`config.mk`:
```
export PLATFORM = sky130hd
export DESIGN_NAME = conv_window_addr_gen
export DESIGN_NICKNAME = d
export VERILOG_FILES = /design/src/rtl/cnn_pkg.sv /design/src/rtl/mod_counter.sv /design/src/rtl/conv_window_addr_gen.sv
export SDC_FILE = /design/constraint.sdc
export NUM_CORES = 1
export LEC_CHECK = 0
export ABC_CLOCK_PERIOD_IN_PS = 3700
export BUFFER_PORTS_ARGS = -buffer_cell sky130_fd_sc_hd__buf_2
export CAP_MARGIN = 40
export CORE_MARGIN = 5
export CORE_UTILIZATION = 40
export DETAILED_ROUTE_END_ITERATION = 8
export SYNTH_ARGS = -nofsm -noshare
export SYNTH_HDL_FRONTEND = slang
export SYNTH_SLANG_ARGS = --single-unit
```
`constraint.sdc`:
```
create_clock -name clk -period 3.7 [get_ports clk]
set_input_delay 0.185 -clock clk [delete_from_list [all_inputs] [get_ports clk]]
set_output_delay 0.185 -clock clk [all_outputs]
set_load 0.01 [all_outputs]
```
`src/rtl/cnn_pkg.sv`:
```
// Shared types and helpers for the convolution address-generation blocks.
package cnn_pkg;

  typedef enum logic [1:0] {
    ST_IDLE,
    ST_RUN,
    ST_DONE
  } state_t;

  // Counter width for a modulus; a modulus of 1 or 2 still needs one bit.
  function automatic int cnt_w(input int n);
    return (n <= 2) ? 1 : $clog2(n);
  endfunction

endpackage

```
`src/rtl/mod_counter.sv`:
```
// Modulo-MOD counter with enable; tc flags the terminal count regardless of en.
module mod_counter
  import cnn_pkg::*;
#(
  parameter int MOD = 2
) (
  input  logic                  clk,
  input  logic                  rst,
  input  logic                  en,
  output logic [cnt_w(MOD)-1:0] count,
  output logic                  tc
);

  localparam int W = cnt_w(MOD);

  assign tc = (count == W'(MOD - 1));

  always_ff @(posedge clk or posedge rst) begin
    if (rst) begin
      count <= '0;
    end else if (en) begin
      count <= tc ? '0 : count + 1'b1;
    end
  end

endmodule

```
`src/rtl/conv_window_addr_gen.sv`:
```
// Walks every valid-mode convolution window and streams image/kernel read
// addresses downstream. Handshake: a beat transfers on a rising edge where valid && ready; while valid && !ready all outputs hold.
module conv_window_addr_gen
  import cnn_pkg::*;
#(
  parameter int IMG_W  = 8,
  parameter int IMG_H  = 8,
  parameter int K      = 3,
  parameter int STRIDE = 1,
  parameter int IMG_AW = 6,
  parameter int KER_AW = 4
) (
  input  logic              clk,
  input  logic              rst,
  input  logic              start,
  output logic              busy,
  output logic [IMG_AW-1:0] img_addr,
  output logic [KER_AW-1:0] ker_addr,
  output logic              valid,
  input  logic              ready,
  output logic              win_last,
  output logic              frame_last,
  output logic              done,
  output state_t            state
);

  localparam int OW  = (IMG_W - K) / STRIDE + 1;
  localparam int OH  = (IMG_H - K) / STRIDE + 1;
  localparam int KW  = cnt_w(K);
  localparam int OWW = cnt_w(OW);
  localparam int OHW = cnt_w(OH);

  state_t state_nx;

  logic [KW-1:0]  kc, kr, kc_nx, kr_nx;
  logic [OWW-1:0] oc, oc_nx;
  logic [OHW-1:0] orow, orow_nx;
  logic           kc_tc, kr_tc, oc_tc, orow_tc;
  logic           advance, en_kr, en_oc, en_or;
  logic           run_nx, win_last_d, frame_last_d;
  logic [IMG_AW-1:0] img_d;
  logic [KER_AW-1:0] ker_d;

  always_ff @(posedge clk or posedge rst) begin
    if (rst) begin
      state <= ST_IDLE;
    end else begin
      state <= state_nx;
    end
  end

  always_comb begin
    state_nx = state;
    advance  = 1'b0;
    case (state)
      ST_IDLE: if (start) state_nx = ST_RUN;
      ST_RUN: begin
        advance = ready;
        if (ready && kc_tc && kr_tc && oc_tc && orow_tc) state_nx = ST_DONE;
      end
      ST_DONE: state_nx = ST_IDLE;
      default: state_nx = ST_IDLE;
    endcase
  end

  assign en_kr = advance & kc_tc;
  assign en_oc = en_kr & kr_tc;
  assign en_or = en_oc & oc_tc;

  mod_counter #(.MOD(K))  u_kc (.clk(clk), .rst(rst), .en(advance), .count(kc),   .tc(kc_tc));
  mod_counter #(.MOD(K))  u_kr (.clk(clk), .rst(rst), .en(en_kr),   .count(kr),   .tc(kr_tc));
  mod_counter #(.MOD(OW)) u_oc (.clk(clk), .rst(rst), .en(en_oc),   .count(oc),   .tc(oc_tc));
  mod_counter #(.MOD(OH)) u_or (.clk(clk), .rst(rst), .en(en_or),   .count(orow), .tc(orow_tc));

  // Output registers load the position the counters move to on this edge,
  // so the presented beat always matches the counter state.
  always_comb begin
    kc_nx   = advance ? (kc_tc ? '0 : kc + 1'b1) : kc;
    kr_nx   = en_kr   ? (kr_tc ? '0 : kr + 1'b1) : kr;
    oc_nx   = en_oc   ? (oc_tc ? '0 : oc + 1'b1) : oc;
    orow_nx = en_or   ? (orow_tc ? '0 : orow + 1'b1) : orow;
    run_nx  = (state_nx == ST_RUN);
    img_d   = IMG_AW'((32'(orow_nx) * STRIDE + 32'(kr_nx)) * IMG_W
                      + 32'(oc_nx) * STRIDE + 32'(kc_nx));
    ker_d   = KER_AW'(32'(kr_nx) * K + 32'(kc_nx));
    win_last_d   = run_nx && (kc_nx == KW'(K - 1)) && (kr_nx == KW'(K - 1));
    frame_last_d = win_last_d && (oc_nx == OWW'(OW - 1)) && (orow_nx == OHW'(OH - 1));
  end

  always_ff @(posedge clk or posedge rst) begin
    if (rst) begin
      img_addr   <= '0;
      ker_addr   <= '0;
      valid      <= 1'b0;
      busy       <= 1'b0;
      done       <= 1'b0;
      win_last   <= 1'b0;
      frame_last <= 1'b0;
    end else begin
      img_addr   <= run_nx ? img_d : '0;
      ker_addr   <= run_nx ? ker_d : '0;
      valid      <= run_nx;
      busy       <= run_nx;
      done       <= (state_nx == ST_DONE);
      win_last   <= win_last_d;
      frame_last <= frame_last_d;
    end
  end

endmodule

```
# After elaboration in Yosys (flattened, before gate mapping)
# Index checks and enable logic that the tools add are counted.
# totals
word_cells,57
register_bits,26
in_bits,4
# classes
n_reduce_logical,9
mul,1
n_mux,14
eq_ne,11
n_bitwise,3
add_sub_neg,8
# op_table
operator,n
$eq A3 B3 Y1 const B,4
$mux W2,6
$mux W3,4
$eq A2 B2 Y1 const B,5
$logic_and A1 B1 Y1,8
$add A3 B1 Y3 const B,2
$add A6 B2 Y6,1
$add A6 B3 Y6,1
$mux W6,1
$add A2 B1 Y2 const B,2
$add A4 B2 Y4,1
$eq A2 B1 Y1 const B,2
$mul A2 B2 Y4 const B,1
$mux W4,1
$pmux W2 S2,1
$add A3 B2 Y3,1
$and A1 B1 Y1,3
$logic_not A2 Y1,1
$mux W1,1

# Longest topological paths before layout
# Gate-level depths: netlist of the first run.
# depth
depth_word,12
depth_mapped,10

# Cells and area by module
# A second synthesis of the first run with hierarchy kept.
# unflattened
hier_cells,153
area_unflattened_um2,1542.7
# modules_own_cells
module,area_each_um2,instances,cells_each
conv_window_addr_gen,1079.8,1,113
mod_counter (u_oc ...),141.4,2,12
mod_counter (u_kc ...),90.1,2,8

# Worst setup path after synthesis of the first run
# Ideal clock, no wire load.
# synth_timing
kind,reg-to-reg
startpoint,register state[1]
endpoint,register ker_addr[2]
synth_period_minus_slack_ps,2588
path_buffers,0
setup_ps,72
path_stages_with_launch,10
path_slack_ps,1112
arrival_ps,2517
path_cell_list,dfrtp_1 nand3b_1 or3b_2 and2_1 inv_1 fa_1 ha_1 inv_1 fa_1 nor2_1
# synth_between
elab_cells_between_ends,13
# synth_lines
element,line_no,text
from (decl),conv_window_addr_gen.sv:24,output state_t state
from (signal assigned),conv_window_addr_gen.sv:48,state <= state_nx;
$eq A2 B1 Y1,conv_window_addr_gen.sv:55,case (state)
$mux W1,conv_window_addr_gen.sv:55,
$mux W2,-,
net kc_nx[1],conv_window_addr_gen.sv:35,"logic [KW-1:0] kc, kr, kc_nx, kr_nx;"
$add A4 B2 Y4,conv_window_addr_gen.sv:85,ker_d = KER_AW'(32'(kr_nx) * K + 32'(kc_nx));
$mux W4,conv_window_addr_gen.sv:101,ker_addr <= run_nx ? ker_d : '0;
to (signal assigned),conv_window_addr_gen.sv:101,
to (decl),conv_window_addr_gen.sv:18,"output logic [KER_AW-1:0] ker_addr,"
# The timed path passes the listed nets, and every way through them passes these cells.

# Worst setup path after layout of the first run
# Same ends and word-level chain as after synthesis.

==> flow_metrics.env, run 1 <==
export IMPL_hold_path_class="in2reg"
export IMPL_antenna_found_initial=0
export IMPL_grt_max_degree=15
export IMPL_finalCritPeriodShare_pct=73.5
export IMPL_cts_sinks=26
export IMPL_use_met2_pct=21.1
export IMPL_clk_pin_slew_ns=0.13
export IMPL_dr_pass1_iters=4
export IMPL_n_antenna_cell=0
export IMPL_die_width_um=67.1
export IMPL_syn_to_final_growth_pct=14.3
export IMPL_period_minus_slack_ns=2.72
export IMPL_cts_htree_levels=1
export IMPL_grt_usage_pct=12.9
export IMPL_io_buffer_count=20
export IMPL_drive_gt1_share_pct=27.6
export IMPL_pwr_share_comb_pct=41.0
export IMPL_syn_cell_area_um2=1310
export IMPL_ant_nets=0
export IMPL_maxSlewHeadroom_pct=66.6
export IMPL_crit_type="reg2reg"
export IMPL_internal_power_uw=600
export IMPL_gp_congestion=0.822
export IMPL_rows=20
export IMPL_cts_tree="built"
export IMPL_avgSynthCellArea_um2=11.8
export IMPL_ys_flop_type="dfrtp_1"
export IMPL_p_clk_share_pct=15.6
export IMPL_clock_skew_ns=0.00494
export IMPL_status="finished clean"
export IMPL_cp_max_fo=5
export IMPL_busiest_layer="met2"
export IMPL_via_per_inst=4.70
export IMPL_cts_made_buffers=3
export IMPL_clk_path_buf_depth=2
export IMPL_powerDensity_nw_per_um2=620
export IMPL_grtUsageMet1_pct=16.1
export IMPL_ys_seq_area_share_pct=49.9
export IMPL_rsz0062_at_grt="no"
export IMPL_layout_nets=149
export IMPL_ys_warn_count=0
export IMPL_p_leak_uw=0.000754
export IMPL_worstPathArrival_ns=2.98
export IMPL_drc=0
export IMPL_cp_required_ns=3.96
export IMPL_worstMarginPinSlew_ns=0.501
export IMPL_ir_worst_vdd_mv=0.246
export IMPL_grt_pass1_vias=893
export IMPL_r2r_setup_slack_ns=0.98
export IMPL_grt_overflow_total=0
export IMPL_initial_core_util_pct=42.1
export IMPL_cp_end_kind="flop"
export IMPL_async_reset_ff_share_pct=100
export IMPL_tns_ns=0
export IMPL_core_area_um2=3100
export IMPL_p_sw_share_pct=35.1
export IMPL_final_hold_viol_count=0
export IMPL_switching_power_uw=325
export IMPL_wl_per_cell_um=13.6
export IMPL_final_cells=178
export IMPL_drv_cap=0
export IMPL_cts_repair_resized=0
export IMPL_whs_ns=0.251
export IMPL_cts_setup_buffers=0
export IMPL_ys_types=36
export IMPL_die_area_um2=4510
export IMPL_final_max_slew_viol_count=0
export IMPL_io_pins=21
export IMPL_dp_hpwl_mm=1.99
export IMPL_met3_usage_pct=3.04
export IMPL_insertion_delay_ns=0.32
export IMPL_grt_pass1_wl_mm=4.26
export IMPL_dr_total_vias=836
export IMPL_holdBufCountCts=1
export IMPL_routed_wl_mm=2.42
export IMPL_pwr_share_seq_pct=43.4
export IMPL_die_y_um=67.1
export IMPL_synth_ff_latch_count=26
export IMPL_synth_edff_count=0
export IMPL_place_detailed_instances=173
export IMPL_synth_cells=111
export IMPL_clk_root_buffer_cell="clkbuf_4"
export IMPL_setup_viol=0
export IMPL_dr_first_iter_drc_count=28
export IMPL_start_kind="flop"
export IMPL_syn_nets=125
export IMPL_fmax_mhz=368
through the flow:
stage | total power [uW] | worst slack, ns | util (%) | instance area [um2]
4_1_cts | 940 | 0.963 | 48.1 | 1490
2_1_floorplan | 670 | 1.11 | - | 1310
5_1_grt | 1010 | 0.815 | 48.1 | 1490
3_3_place_gp | 776 | 1.05 | 46.1 | 1430
6_report | 925 | 0.980 | 48.1 | 1490
3_5_place_dp | 793 | 0.988 | 46.6 | 1450
routing by layer:
layer | vias up | share of wire [%]
met5 | - | 0
met4 | 0 | 2.3
met3 | 5 | 4.5
met2 | 13 | 47
met1 | 404 | 46
li1 | 414 | -
critical path, cell delays in order (launching register included):
cell and delay, ns:
dfrtp_1 0.43, nand3b_1 0.23, or3b_2 0.48, and2_1 0.20, inv_1 0.13, fa_1 0.42
ha_1 0.21, inv_1 0.06, fa_1 0.40, nor2_1 0.10
kinds of logic after synthesis:
kind of cell / Yosys count / synth area share (%)
AOI/OAI and AO/OA: 8 / 3.93
xor gates and xnor gates: 6 / 4.03
adders and majority gates: 10 / 11.9
buffers and inverters: 12 / 5.27
DFF: 26 / 49.9
muxes: 4 / 3.36
and+or+nand+nor: 45 / 21.7
cells in the mapped netlist, types with 2 or more instances:
library cell / n / area (um2)
dfrtp_1: 26 / 651
nor2_1: 9 / 33.8
inv_1: 8 / 30.0
nand2_1: 8 / 30.0
ha_1: 6 / 75.1
a21oi_1: 4 / 20.0
fa_1: 4 / 80.1
xnor2_1: 4 / 35.0
and2_1: 3 / 18.8
and2_2: 3 / 22.5
mux2_2: 3 / 33.8
nand4b_1: 3 / 26.3
and4_1: 2 / 17.5
buf_6: 2 / 22.5
nand2b_1: 2 / 12.5
nor2b_1: 2 / 12.5
nor3b_1: 2 / 15.0
xor2_1: 2 / 17.5
registers in the layout, summed over array words and instances (netlist names):
signal      count
img_addr        6
u_or.count      3
frame_last      1
u_oc.count      3
valid           1
state           2
u_kc.count      2
ker_addr        4
done            1
win_last        1
u_kr.count      2
layout make-up:
cell class | instances | area [um2]
Sequential cell | 26 | 651
Clock buffer | 4 | 36.3
Fill cell | 319 | 1610
Tap cell | 44 | 55.1
Timing Repair Buffer | 22 | 125
Multi-Input combinational cell | 73 | 586
Inverter | 9 | 38.8
power by group through the flow:
stage          Clock (uW)  Sequential, uW  Combinational, uW
3_5_place_dp            0             408                386
3_3_place_gp            0             405                372
6_report              144             402                379
5_1_grt               167             412                433
2_1_floorplan           0             427                243
4_1_cts               150             401                389
cells in the final DEF, fill, tap and decap left out, types with 2 or more instances in the layout:
master	instances
dfrtp_1	26
and4_1	2
nor3b_1	2
nand2_1	8
fa_1	4
xnor2_1	4
ha_1	6
nand2b_1	2
mux2_2	3
nor2b_1	2
nor2_1	9
buf_2	20
and2_1	3
clkbuf_4	3
and2_2	3
inv_1	8
xor2_1	2
a21oi_1	4
nand4b_1	3
path summary, 6_finish.rpt:
kind,from,end,cells after the start
max,state[1],ker_addr[2],9
min,ready,u_oc.count[0],3
max reg2reg,state[1],ker_addr[2],9
min reg2reg,u_or.count[0],u_or.count[0],1
max in group asynchronous,rst,u_kr.count[1],4
min in group asynchronous,rst,valid,3
(Power assumes the default switching activity.)
==> run 2: changes to the inputs <==
- ABC_CLOCK_PERIOD_IN_PS: 3700 -> 2300
- clock period: 3.7 -> 2.3 ns (I/O delays scaled with it)
==> run 2 against run 1 <==
Net effect: the flow now finishes with violations (setup timing); register-to-register slack got worse by 1.2 ns; critical path type unchanged; sequential power grew 60%; routed wire length increased by 20%; sequential share of layout area down 8.3 points; highest routed layer unchanged; combinational power increased to 2.7 times the previous value; largest power group is now combinational logic; first-iteration DRC count is 39% lower; critical endpoint unchanged; clock-buffer cell count down 1.
==> flow_metrics.env, run 2 (same netlist as run 1, synthesis figures left out) <==
export IMPL_io_buffer_count=20
export IMPL_cts_made_buffers=3
export IMPL_via_per_inst=4.75
export IMPL_top_register="img_addr"
export IMPL_drv_cap=0
export IMPL_fmax_mhz=404
export IMPL_power_total_uw=1860
export IMPL_syn_to_final_growth_pct=41.4
export IMPL_wl_per_cell_um=13.9
export IMPL_gp_congestion=0.790
export IMPL_drc=0
export IMPL_antenna_found_initial=0
export IMPL_initial_core_util_pct=42.1
export IMPL_clk_pin_slew_ns=0.15
export IMPL_start_kind="flop"
export IMPL_dr_pass1_iters=5
export IMPL_final_common_cell="buf_4"
export IMPL_final_cells=209
export IMPL_clock_skew_ns=0.00776
export IMPL_final_cell_mix="33 x buf_4, 25 x dfrtp_1, 20 x buf_2, 8 x nand2_1, 8 x nor2_1"
export IMPL_maxSlewHeadroom_pct=76.8
export IMPL_drive_gt1_share_pct=56.4
export IMPL_cp_max_fo=4
export IMPL_tns_ns=-0.391
export IMPL_final_hold_viol_count=0
export IMPL_dr_first_iter_drc_count=17
export IMPL_grt_pass1_wl_mm=4.66
export IMPL_period_minus_slack_ns=2.47
export IMPL_die_area_um2=4510
export IMPL_clk_path_buf_depth=2
export IMPL_reg_top3="img_addr x6, ker_addr x4"
export IMPL_ant_nets=0
export IMPL_die_width_um=67.1
export IMPL_core_area_um2=3100
export IMPL_fill_cells=285
export IMPL_routed_wl_mm=2.91
export IMPL_p_leak_uw=0.000940
export IMPL_dp_hpwl_mm=2.01
export IMPL_violations="setup timing"
export IMPL_final_max_slew_viol_count=0
export IMPL_finalWorstSetupSlack_ns=-0.175
export IMPL_hold_path_class="in2reg"
export IMPL_cp_required_ns=2.58
export IMPL_dr_total_vias=992
export IMPL_io_pins=21
export IMPL_cts_sinks=26
export IMPL_place_detailed_instances=197
export IMPL_rsz0062_at_grt="yes"
export IMPL_powerDensity_nw_per_um2=1010
export IMPL_cts_tree="built"
export IMPL_grt_max_degree=27
export IMPL_grt_usage_pct=14.1
export IMPL_whs_ns=0.304
export IMPL_fin_util_pct=59.5
export IMPL_cts_htree_levels=1
export IMPL_rows=20
export IMPL_grt_overflow_total=0
export IMPL_insertion_delay_ns=0.33
export IMPL_worstPathArrival_ns=2.75
export IMPL_ir_worst_vdd_mv=0.507
export IMPL_cp_end_kind="flop"
export IMPL_status="finished, violations left"
export IMPL_worstMarginPinSlew_ns=0.348
export IMPL_n_antenna_cell=0
export IMPL_finalCritPeriodShare_pct=108
export IMPL_grt_pass1_vias=1037
export IMPL_layout_nets=181
export IMPL_largest_reg_flops=6
export IMPL_clk_root_buffer_cell="clkbuf_4"
export IMPL_die_y_um=67.1
export IMPL_setup_viol=4
export IMPL_crit_type="reg2reg"
-- run 2: cell count changes in the layout (fill, tap and decap cells not counted), sizes merged --
cell | before | now
buf | 21 | 53
clkbuf | 4 | 3
-- run 2: final timing paths --
path	start	endpoint	slack, ns	depth (start not counted)
setup / recovery	state[1]	ker_addr[2]	-0.17	9
hold / removal	start	state[0]	0.30	4
setup reg to reg	state[1]	ker_addr[2]	-0.17	9
hold reg to reg	u_or.count[1]	done	0.51	1
max in group asynchronous	rst	u_kr.count[0]	1.66	4
min in group asynchronous	rst	u_oc.count[0]	0.36	4
-- run 2: what timing repair did --
| item | 4_1_cts | 5_1_grt |
|---|---|---|
| pin swaps | 5 | 3 |
| setup buffers | 7 | 1 |
| endpoints found under the hold margin | 26 | 0 |
| hold buffers | 1 | 0 |
| setup endpoints to repair | 6 | 5 |
| resized for setup | 11 | 12 |
-- run 2: critical path, cell delays in order, from the launching register on --
cell	delay, ns
dfrtp_1	0.43
nand3b_1	0.23
or3b_4	0.40
and2_4	0.16
inv_4	0.06
fa_1	0.40
ha_2	0.20
inv_2	0.05
fa_1	0.40
nor2_1	0.10
-- run 2: cell type report --
type / count / area [um2] / share of cell area (%)
clock buffers: 3 / 22.5 / 1.22
inverters: 9 / 41.3 / 2.24
multi-input cells: 73 / 717 / 38.8
flip-flops and latches: 26 / 652 / 35.3
well taps: 44 / 55.1 / 2.98
repair buffers: 54 / 358 / 19.4
-- run 2: metrics by stage --
step / instance area (um2) / setup WS, ns
after floorplan: 1330 / -0.147
after global placement: 1650 / -0.149
after detailed placement: 1650 / -0.212
after CTS: 1770 / -0.151
after global routing: 1850 / -0.274
final: 1850 / -0.175
-- run 2: metal layers --
layer	part of all wire [%]	up-vias	track usage, %
met4	1.6	0	6.84
met1	43	488	17.3
met3	2.9	6	2.02
met5	0	-	0
li1	-	479	-
met2	53	19	24.0
-- run 2: power breakdown --
group	total [uW]	switching [uW]	internal [uW]	leakage, uW
Clock	203	142	61.6	0.0000138
Combinational	1020	449	568	0.000595
Sequential	642	58.7	583	0.000332
==> run 3: changes to the inputs <==
- CELL_PAD_IN_SITES_DETAIL_PLACEMENT: not set -> 1
- CELL_PAD_IN_SITES_GLOBAL_PLACEMENT: not set -> 2
- CORE_UTILIZATION: 40 -> 33
- PLACE_DENSITY_LB_ADDON: not set -> 0.1
==> run 3 against run 2 <==
Net effect: the flow still finishes with violations (setup timing); combinational power shrank 5%; utilization decreased by 11 points; register-to-register slack hardly changed; sequential power decreased by 1%; critical path type unchanged; largest power group unchanged.
==> flow_metrics.env, run 3 (same netlist as run 1, synthesis figures left out) <==
export IMPL_status="finished, violations left"
export IMPL_violations="setup timing"
export IMPL_drv_cap=0
export IMPL_die_area_um2=5310
export IMPL_clk_pin_slew_ns=0.09
export IMPL_top_register="img_addr"
export IMPL_dr_first_iter_drc_count=24
export IMPL_final_common_cell="buf_4"
export IMPL_syn_to_final_growth_pct=39.1
export IMPL_io_pins=21
export IMPL_die_width_um=72.9
export IMPL_grt_overflow_total=0
export IMPL_period_minus_slack_ns=2.49
export IMPL_insertion_delay_ns=0.27
export IMPL_drive_gt1_share_pct=53.4
export IMPL_internal_power_uw=1230
export IMPL_cts_htree_levels=1
export IMPL_initial_core_util_pct=34.9
export IMPL_drc=0
export IMPL_dp_worst_setup_slack_ns=-0.260
export IMPL_crit_type="reg2reg"
export IMPL_reg_top3="img_addr x6, ker_addr x4"
export IMPL_grt_pass1_wl_mm=5.36
export IMPL_worstMarginPinSlew_ns=0.340
export IMPL_p_leak_uw=0.000935
export IMPL_cts_sinks=26
export IMPL_crit_start="u_kc.count[0]"
export IMPL_via_per_inst=4.58
export IMPL_grt_max_degree=27
export IMPL_final_cells=211
export IMPL_n_antenna_cell=0
export IMPL_power_total_uw=1870
export IMPL_clk_path_buf_depth=2
export IMPL_pwr_share_seq_pct=34.0
export IMPL_cp_max_fo=4
export IMPL_worstPathArrival_ns=2.64
export IMPL_antenna_found_initial=0
export IMPL_ir_worst_vdd_mv=0.492
export IMPL_clock_skew_ns=0.0101
export IMPL_cp_end_kind="flop"
export IMPL_dr_total_vias=967
export IMPL_dr_pass1_iters=4
export IMPL_die_y_um=72.9
export IMPL_dp_hpwl_mm=2.39
export IMPL_pwr_share_comb_pct=52.2
export IMPL_powerDensity_nw_per_um2=1030
export IMPL_crit_path_end="img_addr[5]"
export IMPL_rows=22
export IMPL_r2r_setup_slack_ns=-0.19
export IMPL_hold_path_class="in2reg"
export IMPL_final_max_slew_viol_count=0
export IMPL_rr_startpoint="u_kc.count[0]"
export IMPL_gp_congestion=0.811
export IMPL_fin_util_pct=48.5
export IMPL_start_kind="flop"
export IMPL_final_cell_mix="30 x buf_4, 26 x dfrtp_1, 20 x buf_2, 8 x nand2_1, 8 x nor2_1"
export IMPL_final_hold_viol_count=0
export IMPL_p_clk_share_pct=13.8
export IMPL_grt_usage_pct=13.4
export IMPL_switching_power_uw=631
export IMPL_maxSlewHeadroom_pct=77.3
export IMPL_place_detailed_instances=201
export IMPL_setup_viol=5
export IMPL_clk_root_buffer_cell="clkbuf_8"
export IMPL_cts_made_buffers=3
export IMPL_finalCritPeriodShare_pct=108
export IMPL_io_buffer_count=20
export IMPL_cts_tree="built"
export IMPL_grt_pass1_vias=1056
export IMPL_rsz0062_at_grt="yes"
export IMPL_fmax_mhz=402
export IMPL_finalWorstSetupSlack_ns=-0.189
export IMPL_ant_nets=0
export IMPL_layout_nets=179
export IMPL_wl_per_cell_um=14.8
export IMPL_routed_wl_mm=3.13
export IMPL_largest_reg_flops=6
export IMPL_core_area_um2=3740
export IMPL_fill_cells=433
export IMPL_worst_r2r_cell_count=8
export IMPL_worstReg2RegEnd="img_addr[5]"
export IMPL_cp_required_ns=2.46
export IMPL_p_sw_share_pct=33.8
## run 3: cell types whose count changed in the layout (fill, tap and decap cells not counted), moves of 2 or more
| cell | change |
|---|---|
| clkbuf_8 | +3 |
| clkbuf_4 | -3 |
| buf_4 | -3 |
| ha_4 | -2 |
## run 3: power by group through the flow
stage	combinational, uW	clock [uW]	sequential, uW
after floorplan	414	0	688
after global placement	839	0	636
after detailed placement	843	0	643
after CTS	944	270	636
after global routing	1110	290	648
final	974	257	634
## run 3: final cells by class
class	instances	area (um2)	area share [%]
inverters	9	41.3	2.27
repair buffers	52	347	19.1
well taps	48	60.1	3.31
flip-flops and latches	26	651	35.8
clock buffers	3	41.3	2.27
multi-input cells	73	676	37.2
## run 3: critical path: stages, from the launching register on
cell and delay (ns):
dfrtp_1 0.40, and4bb_4 0.37, nand4b_1 0.17, xnor2_2 0.20, ha_2 0.20, fa_1 0.49
and2_4 0.16, and3_4 0.14, mux2_2 0.25
## run 3: routing by layer
metal  vias up  wire length (um)  global-route usage, %
met5         -                 0                      0
met3         5                88                   1.65
met4         0                55                   5.53
met1       476              1420                   17.5
met2        16              1560                   22.4
li1        470                 -                      -
## run 3: how the worst min path moves through the flow
stage          cells past startpoint  slack [ns]  start       endpoint
2_1_floorplan                      1        0.16    rst           done
3_3_place_gp                       3        0.19    rst    img_addr[1]
4_1_cts                            4        0.39  ready  u_oc.count[0]
6_report                           4        0.38  ready  u_oc.count[0]
3_5_place_dp                       3        0.19    rst    img_addr[2]
5_1_grt                            4        0.39  ready  u_oc.count[0]
## run 3: per-stage QoR
step                      cell area [um2]  TNS, ns  hold WS, ns
after detailed placement             1650   -0.808        0.195
after global placement               1650   -0.539        0.191
after floorplan                      1330   -0.286        0.155
after global routing                 1820    -1.03        0.387
final                                1820   -0.445        0.376
after CTS                            1780   -0.421        0.388
## run 3: timing repair
action	CTS	global route
buffers inserted	4	2
gates resized for setup	11	7
hold buffers	1	0
endpoints found under the setup margin	5	6
endpoints found under the hold margin	26	0
pin swaps	7	9
